$ cat src/rtl/uart_host_pkg.sv
// uart_host_pkg
//   Shared types and constants for the UART host port: RX FSM state encoding,
//   default byte width, and the legal range of the RX FIFO read latency.
package uart_host_pkg;

  localparam int UART_BYTE_W = 8;

  localparam int RD_LAT_MIN = 1;
  localparam int RD_LAT_MAX = 3;

  // Wide enough to hold RD_LAT_MAX-1, the largest latency-counter load value.
  localparam int LAT_CNT_W = $clog2(RD_LAT_MAX);

  typedef enum logic [1:0] {
    RX_IDLE = 2'd0,
    RX_READ = 2'd1,
    RX_WAIT = 2'd2,
    RX_HOLD = 2'd3
  } rx_state_t;

  function automatic bit rd_lat_legal(input int lat);
    return (lat >= RD_LAT_MIN) && (lat <= RD_LAT_MAX);
  endfunction

endpackage

$ cat src/rtl/uart_host_port_hold.sv
// uart_host_hold
//   One-entry TX hold register between the host byte stream and the TX FIFO.
//   A byte loaded here is written to the FIFO as soon as the FIFO is not full.
//   The register frees itself in the same cycle it drains, so a new byte can
//   be loaded every cycle while the FIFO keeps accepting.
// Ports:
//   clk, rst     clock, asynchronous active-high reset
//   load_i       load load_data_i this cycle (caller guarantees ready_o)
//   load_data_i  byte to load
//   drain_ok_i   TX FIFO not full
//   ready_o      register is empty or draining this cycle
//   wr_en_o      TX FIFO write strobe
//   data_o       held byte, TX FIFO write data
module uart_host_hold
  import uart_host_pkg::*;
#(
  parameter int DATA_W = UART_BYTE_W
) (
  input  logic              clk,
  input  logic              rst,
  input  logic              load_i,
  input  logic [DATA_W-1:0] load_data_i,
  input  logic              drain_ok_i,
  output logic              ready_o,
  output logic              wr_en_o,
  output logic [DATA_W-1:0] data_o
);

  logic              hold_v_q, hold_v_d;
  logic [DATA_W-1:0] hold_d_q, hold_d_d;

  assign wr_en_o = hold_v_q && drain_ok_i;
  assign ready_o = !hold_v_q || wr_en_o;
  assign data_o  = hold_d_q;

  always_comb begin
    hold_v_d = hold_v_q;
    hold_d_d = hold_d_q;
    if (wr_en_o) begin
      hold_v_d = 1'b0;
    end
    // A load in the drain cycle wins, keeping the register full.
    if (load_i) begin
      hold_v_d = 1'b1;
      hold_d_d = load_data_i;
    end
  end

  always_ff @(posedge clk or posedge rst) begin
    if (rst) begin
      hold_v_q <= 1'b0;
      hold_d_q <= '0;
    end else begin
      hold_v_q <= hold_v_d;
      hold_d_q <= hold_d_d;
    end
  end

endmodule

$ cat src/rtl/uart_host_port.sv
// uart_host_port
//   Host-side controller for the UART FIFO ports. The TX path turns a
//   valid/ready byte stream into single-cycle FIFO writes through a one-entry
//   hold register; the RX path drains the RX FIFO one byte at a time into a
//   valid/ready stream toward the host. Counts FIFO writes and reads.
//   Optional feature macro: UART_HOST_ECHO_EN -- every received byte is also
//   written back to the TX path, with priority over the host.
// Ports:
//   clk, rst                 clock, asynchronous active-high reset
//   s_valid/s_ready/s_data   host -> TX byte stream
//   m_valid/m_ready/m_data   RX byte stream -> host
//   wr_en, d_in              TX FIFO write port
//   tx_can_receive_signal    TX FIFO not full
//   rd_en, d_out             RX FIFO read port (d_out valid RD_LAT cycles after rd_en)
//   rx_can_send_signal       RX FIFO not empty
//   tx_count, rx_count       wrapping counts of wr_en / rd_en pulses
//
// RX FSM
//   state   | meaning
//   RX_IDLE | waiting for the RX FIFO to become non-empty
//   RX_READ | rd_en pulse, latency counter loaded
//   RX_WAIT | counting down the FIFO read latency, capture d_out at 0
//   RX_HOLD | byte presented to the host (and echoed, when enabled)
module uart_host_port
  import uart_host_pkg::*;
#(
  parameter int DATA_W = UART_BYTE_W,
  parameter int CNT_W  = 16,
  parameter int RD_LAT = 1
) (
  input  logic              clk,
  input  logic              rst,
  input  logic              s_valid,
  output logic              s_ready,
  input  logic [DATA_W-1:0] s_data,
  output logic              m_valid,
  input  logic              m_ready,
  output logic [DATA_W-1:0] m_data,
  output logic              wr_en,
  output logic [DATA_W-1:0] d_in,
  input  logic              tx_can_receive_signal,
  output logic              rd_en,
  input  logic [DATA_W-1:0] d_out,
  input  logic              rx_can_send_signal,
  output logic [CNT_W-1:0]  tx_count,
  output logic [CNT_W-1:0]  rx_count
);

  // Out-of-range latencies fall back to the minimum rather than building a
  // counter that cannot hold the load value.
  localparam int RD_LAT_EFF = rd_lat_legal(RD_LAT) ? RD_LAT : RD_LAT_MIN;
  localparam logic [LAT_CNT_W-1:0] LAT_LOAD = LAT_CNT_W'(RD_LAT_EFF - 1);

  rx_state_t             rx_state_q, rx_state_d;
  logic [LAT_CNT_W-1:0]  lat_q, lat_d;
  logic [DATA_W-1:0]     m_data_q, m_data_d;
  logic [CNT_W-1:0]      tx_count_q, rx_count_q;

  logic                  hold_ready;
  logic                  hold_load;
  logic [DATA_W-1:0]     hold_load_data;
  logic                  echo_load;

  // ---------------------------------------------------------------- TX path

`ifdef UART_HOST_ECHO_EN
  logic echo_done_q, echo_done_d;
  logic acked_q, acked_d;

  assign echo_load = (rx_state_q == RX_HOLD) && !echo_done_q && hold_ready;
`else
  assign echo_load = 1'b0;
`endif

  // Echo takes the hold register ahead of the host.
  assign s_ready        = hold_ready && !echo_load;
  assign hold_load      = echo_load || (s_valid && s_ready);
  assign hold_load_data = echo_load ? m_data_q : s_data;

  uart_host_hold #(
    .DATA_W (DATA_W)
  ) u_hold (
    .clk         (clk),
    .rst         (rst),
    .load_i      (hold_load),
    .load_data_i (hold_load_data),
    .drain_ok_i  (tx_can_receive_signal),
    .ready_o     (hold_ready),
    .wr_en_o     (wr_en),
    .data_o      (d_in)
  );

  // ---------------------------------------------------------------- RX FSM

  always_comb begin
    rx_state_d = rx_state_q;
    lat_d      = lat_q;
    m_data_d   = m_data_q;
    rd_en      = 1'b0;
    m_valid    = 1'b0;
`ifdef UART_HOST_ECHO_EN
    echo_done_d = echo_done_q;
    acked_d     = acked_q;
`endif

    unique case (rx_state_q)
      RX_IDLE: begin
        if (rx_can_send_signal) begin
          rx_state_d = RX_READ;
        end
      end

      RX_READ: begin
        rd_en      = 1'b1;
        lat_d      = LAT_LOAD;
        rx_state_d = RX_WAIT;
      end

      RX_WAIT: begin
        if (lat_q == '0) begin
          m_data_d   = d_out;
          rx_state_d = RX_HOLD;
        end else begin
          lat_d = lat_q - LAT_CNT_W'(1);
        end
      end

      RX_HOLD: begin
`ifdef UART_HOST_ECHO_EN
        // Once the host has taken the byte, stop offering it while the echo
        // is still waiting for room in the hold register.
        m_valid = !acked_q;
        if (m_valid && m_ready) begin
          acked_d = 1'b1;
        end
        if (echo_load) begin
          echo_done_d = 1'b1;
        end
        if ((acked_q || (m_valid && m_ready)) && (echo_done_q || echo_load)) begin
          acked_d     = 1'b0;
          echo_done_d = 1'b0;
          rx_state_d  = RX_IDLE;
        end
`else
        m_valid = 1'b1;
        if (m_ready) begin
          rx_state_d = RX_IDLE;
        end
`endif
      end

      default: begin
        rx_state_d = RX_IDLE;
      end
    endcase
  end

  always_ff @(posedge clk or posedge rst) begin
    if (rst) begin
      rx_state_q <= RX_IDLE;
      lat_q      <= '0;
      m_data_q   <= '0;
    end else begin
      rx_state_q <= rx_state_d;
      lat_q      <= lat_d;
      m_data_q   <= m_data_d;
    end
  end

`ifdef UART_HOST_ECHO_EN
  always_ff @(posedge clk or posedge rst) begin
    if (rst) begin
      echo_done_q <= 1'b0;
      acked_q     <= 1'b0;
    end else begin
      echo_done_q <= echo_done_d;
      acked_q     <= acked_d;
    end
  end
`endif

  assign m_data = m_data_q;

  // ---------------------------------------------------------------- counters

  always_ff @(posedge clk or posedge rst) begin
    if (rst) begin
      tx_count_q <= '0;
      rx_count_q <= '0;
    end else begin
      if (wr_en) begin
        tx_count_q <= tx_count_q + CNT_W'(1);
      end
      if (rd_en) begin
        rx_count_q <= rx_count_q + CNT_W'(1);
      end
    end
  end

  assign tx_count = tx_count_q;
  assign rx_count = rx_count_q;

endmodule

$ cat config.mk
export PLATFORM = sky130hd
export DESIGN_NAME = uart_host_port
export DESIGN_NICKNAME = d
export VERILOG_FILES = /design/src/rtl/uart_host_pkg.sv /design/src/rtl/uart_host_port_hold.sv /design/src/rtl/uart_host_port.sv
export SDC_FILE = /design/constraint.sdc
export NUM_CORES = 1
export LEC_CHECK = 0
export CORE_MARGIN = 2
export CORE_UTILIZATION = 45
export DETAILED_ROUTE_END_ITERATION = 10
export PLACE_DENSITY = 0.79
export SETUP_SLACK_MARGIN = 0.4
export SLEW_MARGIN = 20
export SYNTH_ARGS = -nofsm -noshare
export SYNTH_HDL_FRONTEND = slang
export SYNTH_SLANG_ARGS = --single-unit
$ cat constraint.sdc
create_clock -name clk -period 1.64 [get_ports clk]
set_input_delay 0.164 -clock clk [delete_from_list [all_inputs] [get_ports clk]]
set_output_delay 0.164 -clock clk [all_outputs]
set_load 0.05 [all_outputs]
==> metrics.yaml, run 1 <==
outcome: "finished clean"
layout.cells.non_filler: 349
diodes: 0
netSwitchingFraction: 0.437
drc: 0
synth_nets: 206
track_usage: 0.182
drtAntennaViolNets: 0
timing.slew.headroom: 0.778
met1_usage: 0.233
cts_buffers: 5
synthFlopType: "dfrtp_1"
wl_per_cell_um: 14.1
drt_iter0_drc: 48
avgSynthCellArea_sq_um: 12.8
cap_viol_max_count: 0
hold_viol: 0
fin_nets: 310
r2r_slack_ns: 0.24
synthSimpleGateAreaFrac: 0.133
io_pins: 74
irDropWorstVdd_mv: 1.45
crit_slowest_cell: "dfrtp_2"
r2r-end: "rx_count[14]$_DFFE_PP0P_"
dp_cells: 320
clkLatencyLatePin_ns: 0.30
first_pass_iters: 3
grt_max_degree: 35
internal_power_mw: 3.26
grt_setup_unrepaired: "yes"
arrival_ns: 1.64
fin_ws_ns: 0.236
dieHeight_um: 74.9
synth_top_family_by_area: "simple AND/OR/NAND/NOR gates"
synth_fa_ha_area_frac: 0.0387
grt_use_met3: 0.0482
leakage_nw: 1.66
die_w_um: 74.9
fin_skew_ns: 0.00405
netlist_top_cells_count: "dfrtp_1 (53), xnor2_1 (20), mux2_2 (18)"
dp_hpwl_um: 3440
powerDensity_nw_per_um2: 1600
synthMuxAreaShare: 0.0897
synth.most_common_cell: "dfrtp_1"
fin_crit_sh: 0.856
path_clk_slew_ns: 0.09
place_ws_ns: 0.0694
slowest_delay_ns: 0.42
utilization: 0.759
setup_tns_ns: 0
path_cells: "inv_2, ha_4, nand4_4, or2_4, nor3_4, xor2_1"
num_vias: 1664
drive_above_1_share: 0.560
yosysTopAreaCell: "dfrtp_1"
combPwrFrac: 0.518
rows: 25
gr-total-overflow: 0
port_buffers: 73
p_clk_frac: 0.137
clkSinkCount: 53
die-area_sq_um: 5610
top_usage_layer: "met2"
seq_area_frac_synth: 0.587
reg2reg_from: "rx_state_q[1]$_DFFE_PP0P_"
grt_pass1_vias: 1670
start_util: 0.472
yosys.area.top_type_share: 0.587
grt_antenna_before_repair: 0
worstPathMaxFanout: 6
syn_inst: 177
reg2reg_depth: 6
syn_to_final_growth_pct: 60.6
synth.top_cells.by_area: "dfrtp_1 (59%), mux2_2 (9.0%), xnor2_1 (7.7%)"
synth_xor_area_frac: 0.116
vias_per_cell: 4.77
synth-compound-area-share: 0.0172
slew_viol_final: 0
core_sq_um: 4790
setup_violations: 0
htree_levels: 2
gp_congestion: 0.818
cp-end-kind: "flop"
synth_enable_flop_cells: 0
routed_wl_um: 4920
cts-root-buf: "clkbuf_8"
cts_tree: "built"
worstSetupStartpointType: "flop"
hold_path.class: "in2async"
cts_buffer_depth: 2
max_freq_ghz: 0.712
synthArstFlopShare: 1.00
grt_pass1_wl_um: 7690
syn-cell-area_sq_um: 2260
grt.met2_usage: 0.302
yosysWarnings: 0
path_class: "reg2reg"
required_ns: 1.87
p_switching_mw: 2.53
ys_ff_latch: 53
tightest_slew_ns: 0.332
finalCriticalPeriod_ns: 1.40
yosys.cell_types.count: 22
power_frac_seq: 0.344
cells by family (layout without fill, tap and decap cells):
logic type,count (synthesis),count (layout)
AND/OR/NAND/NOR,52,53
flip-flops,53,53
buffers and inverters,11,115
adder cells (fa/ha/maj),7,7
XOR/XNOR,30,30
AO/OA/AOI/OAI,6,6
multiplexers,18,18
power groups by stage:
stage	registers (mW)	logic (mW)	clock network, mW
finish	2.00	3.00	0.795
global route	2.04	3.19	0.882
CTS	2.00	2.84	0.823
detailed placement	2.05	2.61	0
global placement	2.03	2.56	0
floorplan	2.94	0.904	0
state kept, by name (all words and copies together), names as in the netlist:
name,flops
rx_count,16
tx_count,16
m_data,8
u_hold.data_o,8
lat_q,2
rx_state_q,2
u_hold.hold_v_q,1
stage by stage:
stage / power, mW / hold slack, ns / instance area, sq um
2_1_floorplan: 3.85 / 0.225 / 2460
3_3_place_gp: 4.59 / 0.453 / 3230
3_5_place_dp: 4.66 / 0.460 / 3230
4_1_cts: 5.66 / 0.124 / 3510
5_1_grt: 6.11 / 0.156 / 3630
6_report: 5.80 / 0.129 / 3630
what timing repair did:
| action | 4_1_cts | 5_1_grt |
|---|---|---|
| gates cloned | 1 | 0 |
| hold buffers | 0 | 0 |
| buffers inserted | 14 | 6 |
| resized for setup | 33 | 20 |
| pin swaps | 17 | 15 |
| setup endpoints to repair | 44 | 45 |
critical path: cells and delay by family, from the launching register on:
| kind | cells | cell delay [ns] |
|---|---|---|
| buf+inv | 1 | 0.07 |
| flops | 1 | 0.42 |
| fa+ha+maj | 1 | 0.18 |
| xor+xnor | 1 | 0.15 |
| simple gates | 3 | 0.51 |
worst max path at each step:
stage,startpoint,endpoint,slack [ns],depth (start not counted)
detailed placement,tx_can_receive_signal,tx_count[9]$_DFFE_PP0P_,0.07,5
finish,rx_state_q[1]$_DFFE_PP0P_,rx_count[14]$_DFFE_PP0P_,0.24,6
global placement,tx_can_receive_signal,tx_count[9]$_DFFE_PP0P_,0.09,5
CTS,rx_state_q[1]$_DFFE_PP0P_,rx_count[11]$_DFFE_PP0P_,0.21,6
floorplan,rx_state_q[1]$_DFFE_PP0P_,rx_count[11]$_DFFE_PP0P_,0.11,6
global route,rx_state_q[1]$_DFFE_PP0P_,rx_count[14]$_DFFE_PP0P_,0.15,6
cell type report:
cell class                      instances  area, sq um
Timing Repair Buffer                   96          876
Tap cell                               67         83.8
Fill cell                             316         1150
Inverter                               11         48.8
Sequential cell                        53         1350
Multi-Input combinational cell        114         1170
Clock buffer                            7         96.3
Clock inverter                          1         5.00
metal layers:
metal / part of all wire / wire length (um)
met3: 0.049 / 239
met5: 0 / 0
met2: 0.52 / 2550
met4: 0.011 / 55
met1: 0.42 / 2080
placed cells by master, fill, tap and decap left out, types with 3 or more instances in the layout:
cell              n
buf_4            55
nand3_4           3
xnor2_1          20
mux2_2           16
nand4_1           7
inv_1             7
clkdlybuf4s50_1  20
ha_4              6
clkdlybuf4s15_2   5
nand2_4           3
nor3_4            4
xor2_1           10
nor2_4            3
nand2_1          12
dfrtp_2          21
buf_12            4
clkbuf_8          7
buf_6            10
nand3_1           3
dfrtp_1          32
Note: power is estimated with default switching activity, not from simulation.
==> run 2, diff against run 1 <==
- CORE_ASPECT_RATIO: not set -> 0.7
==> metrics.yaml, run 2 (synthesis gave the netlist of run 1 again) <==
outcome: "finished clean"
num_vias: 1759
power_frac_seq: 0.346
io_pins: 74
leakage_nw: 1.72
grt_pass1_vias: 1702
timing.slew.headroom: 0.766
netSwitchingFraction: 0.442
hold_path.class: "in2async"
path_clk_slew_ns: 0.09
die_w_um: 88.7
grt_antenna_before_repair: 0
irDropWorstVdd_mv: 1.54
clkLatencyLatePin_ns: 0.31
grt_max_degree: 29
setup_tns_ns: 0
htree_levels: 2
final-seq-area_sq_um: 1350
setup_violations: 0
core_sq_um: 4810
internal_power_mw: 3.24
wl_per_cell_um: 15.0
dp_hpwl_um: 3410
fill_cells: 320
cts-root-buf: "clkbuf_8"
required_ns: 1.84
path_class: "reg2reg"
diodes: 0
cts_buffer_depth: 2
fin_crit_sh: 0.897
final_common_cell: "buf_4"
port_buffers: 73
fin_skew_ns: 0.00846
cts_hold_buf: 0
finalCriticalPeriod_ns: 1.47
multi_input_area_sq_um: 1190
powerDensity_nw_per_um2: 1570
first_pass_iters: 4
worstPathMaxFanout: 6
cts_tree: "built"
clkSinkCount: 53
dieHeight_um: 63.3
max_freq_ghz: 0.680
arrival_ns: 1.67
cts_buffers: 5
drtAntennaViolNets: 0
grt_pass1_wl_um: 8350
grt_setup_unrepaired: "yes"
layout_common_cells: "buf_4 (58), dfrtp_1 (33), clkdlybuf4s50_1 (20), dfrtp_2 (20)"
gp_congestion: 0.720
syn_to_final_growth_pct: 63.1
hold_viol: 0
power_mw: 5.80
drc: 0
die-area_sq_um: 5620
drt_iter0_drc: 38
cp-end-kind: "flop"
routed_wl_um: 5360
vias_per_cell: 4.93
rows: 21
start_util: 0.470
gr-total-overflow: 0
utilization: 0.767
tightest_slew_ns: 0.351
combPwrFrac: 0.524
fin_nets: 316
p_clk_frac: 0.130
slew_viol_final: 0
dp_cells: 322
cap_viol_max_count: 0
drive_above_1_share: 0.566
worstSetupStartpointType: "flop"
track_usage: 0.196
p_switching_mw: 2.56
layout.cells.non_filler: 357
==> run 2: cell count changes in the layout (fill, tap and decap cells not counted), moves of 2 or more <==
cell      before  now
buf_4         55   58
clkbuf_1       0    2
nor2_2         2    0
xnor2_1       20   17
xnor2_2        0    3
==> run 2: routing by layer <==
layer | global-route usage | up-vias | wire, um
met1 | 0.278 | 875 | 2440
met5 | 0 | - | 0
li1 | - | 819 | -
met2 | 0.291 | 57 | 2530
met3 | 0.0511 | 8 | 323
met4 | 0.0663 | 0 | 66
==> run 2: layout make-up <==
type,count,share of cell area
flip-flops and latches,53,0.366
repair buffers,102,0.251
clock buffers,8,0.0244
well taps,69,0.0234
inverters,11,0.0132
multi-input cells,114,0.322
==> run 2: final timing paths <==
path / from / to / slack (ns) / cells after the start
max in group asynchronous: rst / u_hold.hold_v_q$_DFFE_PP0P_ / 1.06 / 3
max: rx_state_q[1]$_DFFE_PP0P_ / rx_count[11]$_DFFE_PP0P_ / 0.17 / 6
min: rst / lat_q[1]$_DFFE_PP0P_ / 0.29 / 3
min reg2reg: tx_count[15]$_DFFE_PP0P_ / tx_count[15]$_DFFE_PP0P_ / 0.48 / 1
max reg2reg: rx_state_q[1]$_DFFE_PP0P_ / rx_count[11]$_DFFE_PP0P_ / 0.17 / 6
min in group clk: d_out[1] / m_data[1]$_DFFE_PP0P_ / 0.47 / 2
==> run 2: power by group through the flow <==
stage	clock (mW)	combinational (mW)	sequential [mW]
2_1_floorplan	0	0.904	2.94
3_3_place_gp	0	2.56	2.04
3_5_place_dp	0	2.60	2.05
4_1_cts	0.774	2.86	2.00
5_1_grt	0.827	3.20	2.05
6_report	0.754	3.04	2.01
==> run 2: stage by stage <==
step	hold WS, ns	area, sq um	worst slack [ns]
after CTS	0.280	3510	0.218
after floorplan	0.225	2460	0.108
after global routing	0.327	3690	0.114
final	0.287	3690	0.169
after detailed placement	0.460	3220	0.0287
after global placement	0.453	3220	0.0840
==> run 2: repair_timing <==
action / in CTS / in global routing
pin swaps: 14 / 19
gates cloned: 1 / 0
gates resized for setup: 35 / 28
setup buffers: 15 / 11
endpoints found under the setup margin: 52 / 50
==> run 2: worst max-delay path: stages (launching register included) <==
cell and delay (ns):
dfrtp_1 0.40, inv_2 0.09, ha_4 0.20, nand4_4 0.11, nor3_4 0.28, nand4_1 0.14
xnor2_1 0.14
==> run 3, diff against run 2 <==
- CTS_CLUSTER_SIZE: not set -> 8
==> results of run 3 <==
No change in the layout: final DEF, timing and power equal those of run 2.
